`src/rtl/preio_pkg.sv`:
```
// Shared types and default widths for the PREIO fabric-to-SoC lane arbiter.
package preio_pkg;

    localparam int unsigned DATA_W = 8;
    localparam int unsigned LEN_W  = 4;

    typedef enum logic [1:0] {
        IDLE  = 2'd0,
        GRANT = 2'd1,
        XFER  = 2'd2,
        GAP   = 2'd3
    } state_t;

    typedef struct packed {
        logic valid;
        logic sof;
        logic eof;
        logic err;
    } lane_ctrl_t;

endpackage

```
`src/rtl/preio_rr_picker.sv`:
```
// Combinational round-robin picker: first set request at or above ptr, wrapping.
module preio_rr_picker #(
    parameter int unsigned NUM_REQ = 4
) (
    input  logic [NUM_REQ-1:0]         req,
    input  logic [$clog2(NUM_REQ)-1:0] ptr,
    output logic [NUM_REQ-1:0]         grant_c,
    output logic [$clog2(NUM_REQ)-1:0] idx_c,
    output logic                       any_c
);

    localparam int unsigned IW = $clog2(NUM_REQ);

    int unsigned cand;

    always_comb begin
        grant_c = '0;
        idx_c   = '0;
        any_c   = 1'b0;
        cand    = 0;
        for (int unsigned k = 0; k < NUM_REQ; k++) begin
            cand = 32'(ptr) + k;
            if (cand >= NUM_REQ) begin
                cand = cand - NUM_REQ;
            end
            if (!any_c && req[IW'(cand)]) begin
                any_c               = 1'b1;
                idx_c               = IW'(cand);
                grant_c[IW'(cand)]  = 1'b1;
            end
        end
    end

endmodule

```
`src/rtl/preio_f2a_lane_arbiter.sv`:
```
// Round-robin, whole-burst arbiter sharing one PREIO fabric-to-SoC lane among
// NUM_REQ requesters, with SoC backpressure and a stall watchdog.
module preio_f2a_lane_arbiter
    import preio_pkg::*;
#(
    parameter int unsigned NUM_REQ    = 4,
    parameter int unsigned DATA_W     = preio_pkg::DATA_W,
    parameter int unsigned LEN_W      = preio_pkg::LEN_W,
    parameter int unsigned GAP_CYCLES = 1,
    parameter int unsigned TIMEOUT    = 16
) (
    input  logic                         clk,
    input  logic                         reset,
    input  logic [NUM_REQ-1:0]           req_valid,
    input  logic [NUM_REQ*LEN_W-1:0]     req_len,
    output logic [NUM_REQ-1:0]           req_grant,
    input  logic [NUM_REQ*DATA_W-1:0]    beat_data,
    input  logic [NUM_REQ-1:0]           beat_valid,
    output logic [NUM_REQ-1:0]           beat_ready,
    input  logic                         soc_ready_pad,
    output logic [DATA_W-1:0]            lane_data,
    output logic                         lane_valid,
    output logic                         lane_sof,
    output logic                         lane_eof,
    output logic                         lane_err,
    output logic                         busy,
    output logic [$clog2(NUM_REQ)-1:0]   cur_owner
);

    localparam int unsigned OWN_W = $clog2(NUM_REQ);
    localparam int unsigned WD_W  = $clog2(TIMEOUT);
    localparam int unsigned GAP_W = 4;

    state_t              state, state_n;
    logic [OWN_W-1:0]    owner, owner_n;
    logic [OWN_W-1:0]    rr_ptr, rr_ptr_n;
    logic [LEN_W-1:0]    len_q, len_n;
    logic [LEN_W-1:0]    cnt, cnt_n;
    logic [WD_W-1:0]     wd, wd_n;
    logic [GAP_W-1:0]    gap_cnt, gap_n;
    logic                soc_rdy_q;
    lane_ctrl_t          ctrl, ctrl_n;
    logic [DATA_W-1:0]   data_n;
    logic [NUM_REQ-1:0]  grant_n, ready_n;
    logic                busy_n;
    logic                done_c;

    logic [NUM_REQ-1:0]  pick_onehot_c;
    logic [OWN_W-1:0]    pick_idx_c;
    logic                pick_any_c;
    logic [LEN_W-1:0]    pick_len_c;
    logic [DATA_W-1:0]   owner_data_c;
    logic                owner_valid_c;
    logic                accept_c;

    preio_rr_picker #(
        .NUM_REQ (NUM_REQ)
    ) u_picker (
        .req     (req_valid),
        .ptr     (rr_ptr),
        .grant_c (pick_onehot_c),
        .idx_c   (pick_idx_c),
        .any_c   (pick_any_c)
    );

    // Per-requester slice selection for the picked length and the owner's beat.
    always_comb begin
        pick_len_c    = '0;
        owner_data_c  = '0;
        owner_valid_c = 1'b0;
        for (int i = 0; i < NUM_REQ; i++) begin
            if (pick_onehot_c[i]) begin
                pick_len_c = req_len[i*LEN_W +: LEN_W];
            end
            if (owner == OWN_W'(i)) begin
                owner_data_c  = beat_data[i*DATA_W +: DATA_W];
                owner_valid_c = beat_valid[i];
            end
        end
    end

    assign accept_c = (state == XFER) && soc_rdy_q && owner_valid_c;

    // Next-state and next-output logic.
    always_comb begin
        state_n  = state;
        owner_n  = owner;
        rr_ptr_n = rr_ptr;
        len_n    = len_q;
        cnt_n    = cnt;
        wd_n     = wd;
        gap_n    = gap_cnt;
        ctrl_n   = '0;
        data_n   = lane_data;
        done_c   = 1'b0;
        grant_n  = '0;
        ready_n  = '0;
        busy_n   = 1'b0;

        case (state)
            IDLE: begin
                if (pick_any_c) begin
                    owner_n = pick_idx_c;
                    len_n   = pick_len_c;
                    state_n = GRANT;
                end
            end
            GRANT: begin
                cnt_n   = len_q;
                wd_n    = '0;
                state_n = XFER;
            end
            XFER: begin
                if (accept_c) begin
                    data_n       = owner_data_c;
                    ctrl_n.valid = 1'b1;
                    ctrl_n.sof   = (cnt == len_q);
                    ctrl_n.eof   = (cnt == '0);
                    wd_n         = '0;
                    if (cnt == '0) begin
                        done_c = 1'b1;
                    end else begin
                        cnt_n = cnt - 1'b1;
                    end
                end else if (wd == WD_W'(TIMEOUT - 1)) begin
                    ctrl_n.err = 1'b1;
                    done_c     = 1'b1;
                end else begin
                    wd_n = wd + 1'b1;
                end
            end
            GAP: begin
                if (32'(gap_cnt) + 32'd1 >= GAP_CYCLES) begin
                    state_n = IDLE;
                end else begin
                    gap_n = gap_cnt + 1'b1;
                end
            end
            default: state_n = IDLE;
        endcase

        // Burst ended (normally or by abort): advance priority past the owner.
        if (done_c) begin
            rr_ptr_n = (owner == OWN_W'(NUM_REQ - 1)) ? '0 : owner + 1'b1;
            gap_n    = '0;
            state_n  = (GAP_CYCLES == 0) ? IDLE : GAP;
        end

        for (int i = 0; i < NUM_REQ; i++) begin
            grant_n[i] = (state_n == GRANT) && (owner_n == OWN_W'(i));
            ready_n[i] = (state_n == XFER) && (owner_n == OWN_W'(i)) && soc_ready_pad;
        end
        busy_n = (state_n != IDLE);
    end

    always_ff @(posedge clk or posedge reset) begin
        if (reset) begin
            state      <= IDLE;
            owner      <= '0;
            rr_ptr     <= '0;
            len_q      <= '0;
            cnt        <= '0;
            wd         <= '0;
            gap_cnt    <= '0;
            soc_rdy_q  <= 1'b0;
            ctrl       <= '0;
            lane_data  <= '0;
            req_grant  <= '0;
            beat_ready <= '0;
            busy       <= 1'b0;
        end else begin
            state      <= state_n;
            owner      <= owner_n;
            rr_ptr     <= rr_ptr_n;
            len_q      <= len_n;
            cnt        <= cnt_n;
            wd         <= wd_n;
            gap_cnt    <= gap_n;
            soc_rdy_q  <= soc_ready_pad;
            ctrl       <= ctrl_n;
            lane_data  <= data_n;
            req_grant  <= grant_n;
            beat_ready <= ready_n;
            busy       <= busy_n;
        end
    end

    assign lane_valid = ctrl.valid;
    assign lane_sof   = ctrl.sof;
    assign lane_eof   = ctrl.eof;
    assign lane_err   = ctrl.err;
    assign cur_owner  = owner;

endmodule

```
`config.mk`:
```
export PLATFORM = sky130hd
export DESIGN_NAME = preio_f2a_lane_arbiter
export DESIGN_NICKNAME = d
export VERILOG_FILES = /design/src/rtl/preio_pkg.sv /design/src/rtl/preio_rr_picker.sv /design/src/rtl/preio_f2a_lane_arbiter.sv
export SDC_FILE = /design/constraint.sdc
export NUM_CORES = 1
export LEC_CHECK = 0
export CAP_MARGIN = 10
export CELL_PAD_IN_SITES_DETAIL_PLACEMENT = 1
export CELL_PAD_IN_SITES_GLOBAL_PLACEMENT = 2
export CORE_ASPECT_RATIO = 1.75
export CORE_UTILIZATION = 28
export CTS_CLUSTER_SIZE = 14
export DETAILED_ROUTE_END_ITERATION = 10
export GPL_TIMING_DRIVEN = 0
export HOLD_SLACK_MARGIN = 0.12
export PLACE_DENSITY_LB_ADDON = 0.1
export RECOVER_POWER = 50
export SETUP_SLACK_MARGIN = 0.1
export SLEW_MARGIN = 10
export SYNTH_ARGS = -nofsm -noshare
export SYNTH_HDL_FRONTEND = slang
export SYNTH_SLANG_ARGS = --single-unit
```
`constraint.sdc`:
```
create_clock -name clk -period 3.45 [get_ports clk]
set_input_delay 0.69 -clock clk [delete_from_list [all_inputs] [get_ports clk]]
set_output_delay 0.69 -clock clk [all_outputs]
set_load 0.1 [all_outputs]
```
==> summary.md, run 1 <==
| Metric | Value |
|---|---|
| DP HPWL | `~7400 um` |
| Asr flop ratio synth | `100%` |
| Synth Area in Adders | `around 7.7%` |
| Num CTS Buffers | `5` |
| Worst slew pin tran | `0.991 ns` |
| Register clock-pin slew on the reported worst setup and hold paths | `0.06 ns` |
| Register Area | `roughly 1100 um2` |
| Routed length per placed instance | `approximately 17 um` |
| Grt ovf | `0` |
| TritonRoute pass-1 iters | `4` |
| Detail Route Antenna Nets | `0` |
| Cell variety after synth | `57` |
| Mux cell area share after synthesis | `approximately 4.4%` |
| Setup TNS Final | `0 ns` |
| Max Slew Vio Count | `0` |
| CP dominant cell by count | `buf_4` |
| I/O pins | `82` |
| Post-Synthesis Cells | `between 300 and 400` |
| Syn. warnings | `0` |
| Period utilisation layout | `between 90 and 100%` |
| Synth top area share | `37.4%` |
| Top cells by area, synth | `dfrtp_1 37%, ha_1 7.7%, nand2_1 5.5%` |
| Count leader, synth | `dfrtp_1` |
| Crit path max fanout | `11` |
| Die Ht | `roughly 140 um` |
| Skew-Pair Late Insertion Delay | `0.29 ns` |
| Hold_buf cts | `0` |
| Root buffer selected by CTS | `clkbuf_16` |
| Hold/Removal Path Class | `reg2reg` |
| Seq/Total Area, Yosys | `a little under two fifths` |
| Clock buffer depth | `2` |
| Syn Area/Cell | `8.86 um2` |
| CTS tree | `yes` |
| Outcome | `finished clean` |
| Synth Cell Area | `a little under 3000 um2` |
| DR vias | `2852` |
| Initial Util | `around 29%` |
| Most common library cells after synthesis | `44 x dfrtp_1, 43 x nand2_1, 27 x nor2_1` |
| Main combinational cell family by area after synthesis | `simple AND/OR/NAND/NOR gates` |
| RSZ-0062 raised after global routing | `no` |
| Synth Area in Compound Gates | `21.4%` |
| Prevailing post-synth register cell | `dfrtp_1` |
| Max_cap viols | `0` |
| Via density | `~5` |
| Final-stage net count | `503` |
| Largest net degree at the start of global routing | `38` |
| CP arrival | `about 3.4 ns` |
| Fillcell total | `around 1200` |
| GRT Total Usage | `18.0%` |
| Post-Synth Simple-Gate Area | `about 22%` |
| CP cell instances | `buf_6 > buf_2 > inv_1 > ha_1 > buf_4 > mux4_2 > nand3b_1 > a21oi_1 > a211oi_4 > buf_4 > buf_4 > nand3b_1 > o221a_1` |
| Setup Viol. Count Final | `0` |
| Initial antenna violation count | `0` |
| Static Leak | `around 1.8 nW` |
| WP buf/inv | `6` |
| Critical path type | `reg2reg` |
| Final Critical Period | `3.19 ns` |
| Port bufs | `81` |
| Max frequency | `approximately 310 MHz` |
| Rows | `between 40 and 50` |
| Core ar. | `between 10000 and 15000 um2` |
| Startpoint Class | `register` |
| Global-route wire length before repair | `about 15000 um` |
| H-Tree Depth | `2` |
| Post-synth EDFFs | `0` |
| Die W | `between 70 and 80 um` |
| Footprint of the multi-input gates | `roughly 1700 um2` |
| Post-Route WL | `between 9000 and 10000 um` |
| Pwr/cell area | `between 900 and 1000 nW/um2` |
| Critical path's slowest cell | `mux4_2` |
| Non-filler cells, final | `between 500 and 600` |
| # diodes | `0` |
| Final-report hold violation count | `0` |
| Hold_ws | `around 0.49 ns` |
| Max Clock Skew | `approximately 0.0028 ns` |
| Crit end category | `register` |
| Die area | `about 11000 um2` |
| Area share of xor/xnor cells in the synthesized design | `about 1.2%` |
| Post-synth top area cell | `dfrtp_1` |
| CTS sink count | `44` |
| FF+latch count, synth | `44` |
| Share of cells above drive strength 1 | `between 9 and 10%` |
| Drt initial violations | `58` |
| Worst EP required | `3.62 ns` |
| Peak supply drop | `~0.54 mV` |
| # DRC | `0` |
| Placed Cells incl. Taps | `about 540` |
| Max-Slew Margin vs Limit | `between 30% and 40%` |
| Layout overhead on the synthesized area | `42.8%` |
| Routability cong. | `roughly 0.73` |
| Vias in the first global route | `slightly below 3000` |
| CP delay by family, top | `buffers and inverters` |
| Synthesized Nets | `between 400 and 500` |
| Post-layout util | `about two fifths` |
| CP peak stage delay | `approximately 0.59 ns` |
## final timing paths
kind / depth (start not counted) / slack (ns) / startpoint / endpoint
max: 13 / 0.26 / rr_ptr[0]$_DFFE_PP0P_ / len_q[0]$_DFFE_PP0P_
min: 2 / 0.49 / lane_data[1]$_DFFE_PP0P_ / lane_data[1]$_DFFE_PP0P_
max reg2reg: 13 / 0.26 / rr_ptr[0]$_DFFE_PP0P_ / len_q[0]$_DFFE_PP0P_
min reg2reg: 2 / 0.49 / lane_data[1]$_DFFE_PP0P_ / lane_data[1]$_DFFE_PP0P_
max in group asynchronous: 3 / 2.10 / reset / lane_data[0]$_DFFE_PP0P_
min in group asynchronous: 2 / 0.82 / reset / req_grant[2]$_DFF_PP0_
## tightest hold or removal path: cells and delay by family, from the launching register on
family / cells / cell delay [ns]
simple gates: 1 / 0.04
compound gates: 1 / 0.06
flops: 1 / 0.34
## flip-flops by register name, indices dropped and copies added, names as in the netlist, 2 cells and up
name	cells
lane_data	8
len_q	4
req_grant	4
wd	4
cnt	4
state	2
rr_ptr	2
cur_owner	2
gap_cnt	4
beat_ready	4
## metal layers
metal	global-route usage (%)	share of wire, %	vias up
li1	-	-	1366
met4	7.17	2.5	0
met1	17.5	36	1399
met3	2.58	4.2	15
met2	36.3	58	72
met5	0	0	-
## where the power goes
part / switching, mW / leakage (nW) / internal [mW]
logic: 1.56 / 1.12 / 0.800
registers: 0.129 / 0.570 / 0.676
clock network: 0.202 / 0.104 / 0.488
total: 1.89 / 1.79 / 1.96
## cell families (layout without fill, tap and decap cells)
| group | count (synthesis) | count (layout) |
|---|---|---|
| mux | 9 | 10 |
| compound gates | 88 | 88 |
| xor+xnor | 4 | 4 |
| buf+inv | 42 | 136 |
| simple gates | 127 | 127 |
| fa+ha+maj | 18 | 18 |
| flops | 44 | 44 |
## placed cells by master, fill, tap and decap left out, drive strengths merged, types with 2 or more instances in the layout
master	instances
a211oi	4
a21oi	25
a221oi	8
a311oi	2
a31oi	3
and2	4
and3	3
buf	12
bufinv	3
clkbuf	14
clkdlybuf4s50	73
dfrtp	44
dlygate4sd3	8
ha	18
inv	26
mux2	2
mux2i	4
mux4	4
nand2	43
nand2b	6
nand3	6
nand3b	8
nand4	2
nor2	27
nor2b	6
nor3	8
o211ai	6
o21a	2
o21ai	20
o221a	4
o22ai	2
o311a	4
o31ai	2
o32ai	2
or2	2
or3	4
or4b	2
xnor2	4
## area by class of cell
class                      instances  share of cell area [%]
buffer                            16                    1.88
clock buffer                       5                    2.98
clock inverter                     3                    2.15
inverter                          26                    2.32
multi-input combinational        247                    40.1
sequential                        44                    26.3
tap                              127                    3.79
timing repair buffer              86                    20.5
## timing repair
action | in CTS | in global routing
gates resized for setup | 0 | 4
setup endpoints to repair | 0 | 4
setup buffers | 0 | 4
## metrics by stage
| step | setup slack, ns | instance area (um2) | total power, mW |
|---|---|---|---|
| 2_1_floorplan | 0.563 | 2940 | 2.50 |
| 3_3_place_gp | 0.153 | 3910 | 3.14 |
| 3_5_place_dp | 0.155 | 3930 | 3.18 |
| 4_1_cts | 0.139 | 4150 | 3.89 |
| 5_1_grt | 0.106 | 4200 | 4.12 |
| 6_report | 0.257 | 4200 | 3.85 |
(Power assumes the default switching activity.)
==> run 2: changes to the inputs <==
--- a/config.mk
+++ b/config.mk
@@ -9,6 +9,7 @@
 export CELL_PAD_IN_SITES_DETAIL_PLACEMENT = 1
 export CELL_PAD_IN_SITES_GLOBAL_PLACEMENT = 2
 export CORE_ASPECT_RATIO = 1.75
+export CORE_MARGIN = 2
 export CORE_UTILIZATION = 28
 export CTS_CLUSTER_SIZE = 14
 export DETAILED_ROUTE_END_ITERATION = 10
==> summary.md, run 2 (synthesis results as in run 1) <==
| Metric | Value |
|---|---|
| DP HPWL | `7440 um (+0.37%)` |
| Crit path max fanout | `11 (unchanged)` |
| Initial antenna violation count | `0 (unchanged)` |
| Max frequency | `322 MHz (+2.8%)` |
| Most common cell after layout, fill and taps aside | `clkdlybuf4s50_1` |
| TritonRoute pass-1 iters | `4 (unchanged)` |
| Startpoint Class | `register` |
| Root buffer selected by CTS | `clkbuf_16` |
| Num CTS Buffers | `5 (unchanged)` |
| Largest net degree at the start of global routing | `38 (unchanged)` |
| Worst r2r src | `rr_ptr[0]$_DFFE_PP0P_` |
| Routability cong. | `0.730 (+0.61%)` |
| CP delay by family, top | `multiplexers` |
| Drt initial violations | `55 (-5.2%)` |
| Static Leak | `1.76 nW (-1.5%)` |
| Die Ht | `140 um (+1.5%)` |
| Critical path type | `reg2reg` |
| DP Area | `3930 um2 (unchanged)` |
| CTS tree | `yes` |
| Setup TNS Final | `0 ns (unchanged)` |
| Non-filler cells, final | `551 (-0.54%)` |
| Outcome | `finished clean` |
| Commonest cells after routing, fill and taps aside | `73 x clkdlybuf4s50_1, 43 x nand2_1, 43 x dfrtp_1` |
| Max_cap viols | `0 (unchanged)` |
| # diodes | `0 (unchanged)` |
| Clock buffer depth | `2 (unchanged)` |
| Routed length per placed instance | `17.5 um (+0.96%)` |
| Crit end category | `register` |
| GRT Total Usage | `17.2% (-0.75 points)` |
| Layout overhead on the synthesized area | `41.1%` |
| Initial Util | `28.7% (unchanged)` |
| Met2 Use GR | `33.8% (-2.5 points)` |
| DR vias | `2817 (-1.2%)` |
| Pwr/cell area | `896 nW/um2 (-2.4%)` |
| GR peak layer | `met2` |
| RSZ-0062 raised after global routing | `no` |
| Grt met1 use | `17.8% (+0.25 points)` |
| Hold/Removal Path Class | `reg2reg` |
| Grt ovf | `0 (unchanged)` |
| Global-route wire length before repair | `15100 um (+1.9%)` |
| Worst slew pin tran | `1.00 ns (+0.0117 ns)` |
| H-Tree Depth | `2 (unchanged)` |
| Register clock-pin slew on the reported worst setup and hold paths | `0.06 ns (about the same)` |
| CP arrival | `3.28 ns (-0.09 ns)` |
| Worst EP required | `3.63 ns (about the same)` |
| Period utilisation layout | `90.1% (-2.5 points)` |
| Die W | `81.5 um (+2.5%)` |
| Final instance area | `4150 um2 (-1.1%)` |
| CTS sink count | `44 (unchanged)` |
| Max Slew Vio Count | `0 (unchanged)` |
| Core ar. | `10200 um2 (unchanged)` |
| Critical path's slowest cell | `mux4_1` |
| Final Critical Period | `3.11 ns (-0.0864 ns)` |
| Post-layout util | `40.5% (-0.46 points)` |
| CP peak stage delay | `0.68 ns (+0.09 ns)` |
| Vias in the first global route | `2992 (+0.67%)` |
| Setup Viol. Count Final | `0 (unchanged)` |
| Max Clock Skew | `0.00825 ns (+0.00547 ns)` |
| Port bufs | `81 (unchanged)` |
| Final-report hold violation count | `0 (unchanged)` |
| Max reg flops | `8 (unchanged)` |
| Die area | `11400 um2 (+4.0%)` |
| CP cell instances | `buf_6 > buf_2 > inv_1 > ha_1 > buf_4 > mux4_1 > nand2_1 > o21ai_0 > and2_1 > o311a_1 > o221a_1` |
| Hold_buf cts | `0 (unchanged)` |
| Share of cells above drive strength 1 | `8.49% (-0.64 points)` |
| Peak supply drop | `0.437 mV (-20%)` |
| Post-Route WL | `9640 um (+0.42%)` |
| Grt met3 use | `2.66% (+0.076 points)` |
| Skew-Pair Late Insertion Delay | `0.29 ns (about the same)` |
| Placed Cells incl. Taps | `541 (unchanged)` |
| CP startpoint | `rr_ptr[0]$_DFFE_PP0P_` |
| Min-Delay Startpoint | `lane_data[1]$_DFFE_PP0P_` |
| # DRC | `0 (unchanged)` |
| Max-Slew Margin vs Limit | `32.9% (-0.80 points)` |
| Final-stage net count | `500 (-0.60%)` |
| Rows | `49 (unchanged)` |
| WP buf/inv | `4 (-2)` |
| Detail Route Antenna Nets | `0 (unchanged)` |
| I/O pins | `82 (unchanged)` |
| Reg with most FFs | `lane_data` |
| Via density | `5.11 (-0.69%)` |
| Total power | `3.72 mW (-3.5%)` |
==> run 2: layer usage <==
| layer | part of all wire [%] | wire length [um] |
|---|---|---|
| met2 | 57 | 5540 |
| met4 | 1.8 | 170 |
| met1 | 36 | 3460 |
| met3 | 4.9 | 473 |
| met5 | 0 | 0 |
==> run 2: where the power goes <==
group | internal, mW | leakage [nW] | switching (mW)
Clock | 0.363 | 0.0871 | 0.201
Sequential | 0.675 | 0.570 | 0.128
Combinational | 0.787 | 1.11 | 1.56
Total | 1.83 | 1.76 | 1.89
==> run 2: final timing paths <==
path / to / slack (ns) / depth (start not counted)
hold / removal: lane_data[1]$_DFFE_PP0P_ / 0.48 / 2
min in group asynchronous: req_grant[0]$_DFF_PP0_ / 0.81 / 2
setup / recovery: len_q[2]$_DFFE_PP0P_ / 0.34 / 11
setup reg to reg: len_q[2]$_DFFE_PP0P_ / 0.34 / 11
hold reg to reg: lane_data[1]$_DFFE_PP0P_ / 0.48 / 2
max in group asynchronous: lane_data[7]$_DFFE_PP0P_ / 2.11 / 3
==> run 2: repair_timing <==
item / CTS / global route
gates cloned: 0 / 1
pin swaps: 0 / 1
setup endpoints to repair: 1 / 4
gates resized for setup: 2 / 2
setup buffers: 0 / 1
==> run 2: through the flow <==
| step | worst slack (ns) | hold WS [ns] |
|---|---|---|
| 3_3_place_gp | 0.152 | 0.466 |
| 2_1_floorplan | 0.563 | 0.455 |
| 4_1_cts | 0.174 | 0.488 |
| 3_5_place_dp | 0.100 | 0.473 |
| 6_report | 0.343 | 0.482 |
| 5_1_grt | 0.147 | 0.508 |
==> run 2: worst register-to-register path: cells and delay by family (launching register included) <==
family	cells	cell delay, ns
and+or+nand+nor	2	0.32
buffers and inverters	4	0.67
AOI/OAI and AO/OA	3	0.62
DFF	1	0.42
muxes	1	0.68
adders and majority gates	1	0.28
==> run 2: cell type report <==
cell class / count / area (um2)
clock inverters: 2 / 38.8
inverters: 26 / 97.6
repair buffers: 83 / 838
clock buffers: 6 / 139
plain buffers: 16 / 80.1
flip-flops and latches: 44 / 1100
fillers: 1199 / 6090
multi-input cells: 247 / 1700
well taps: 127 / 159
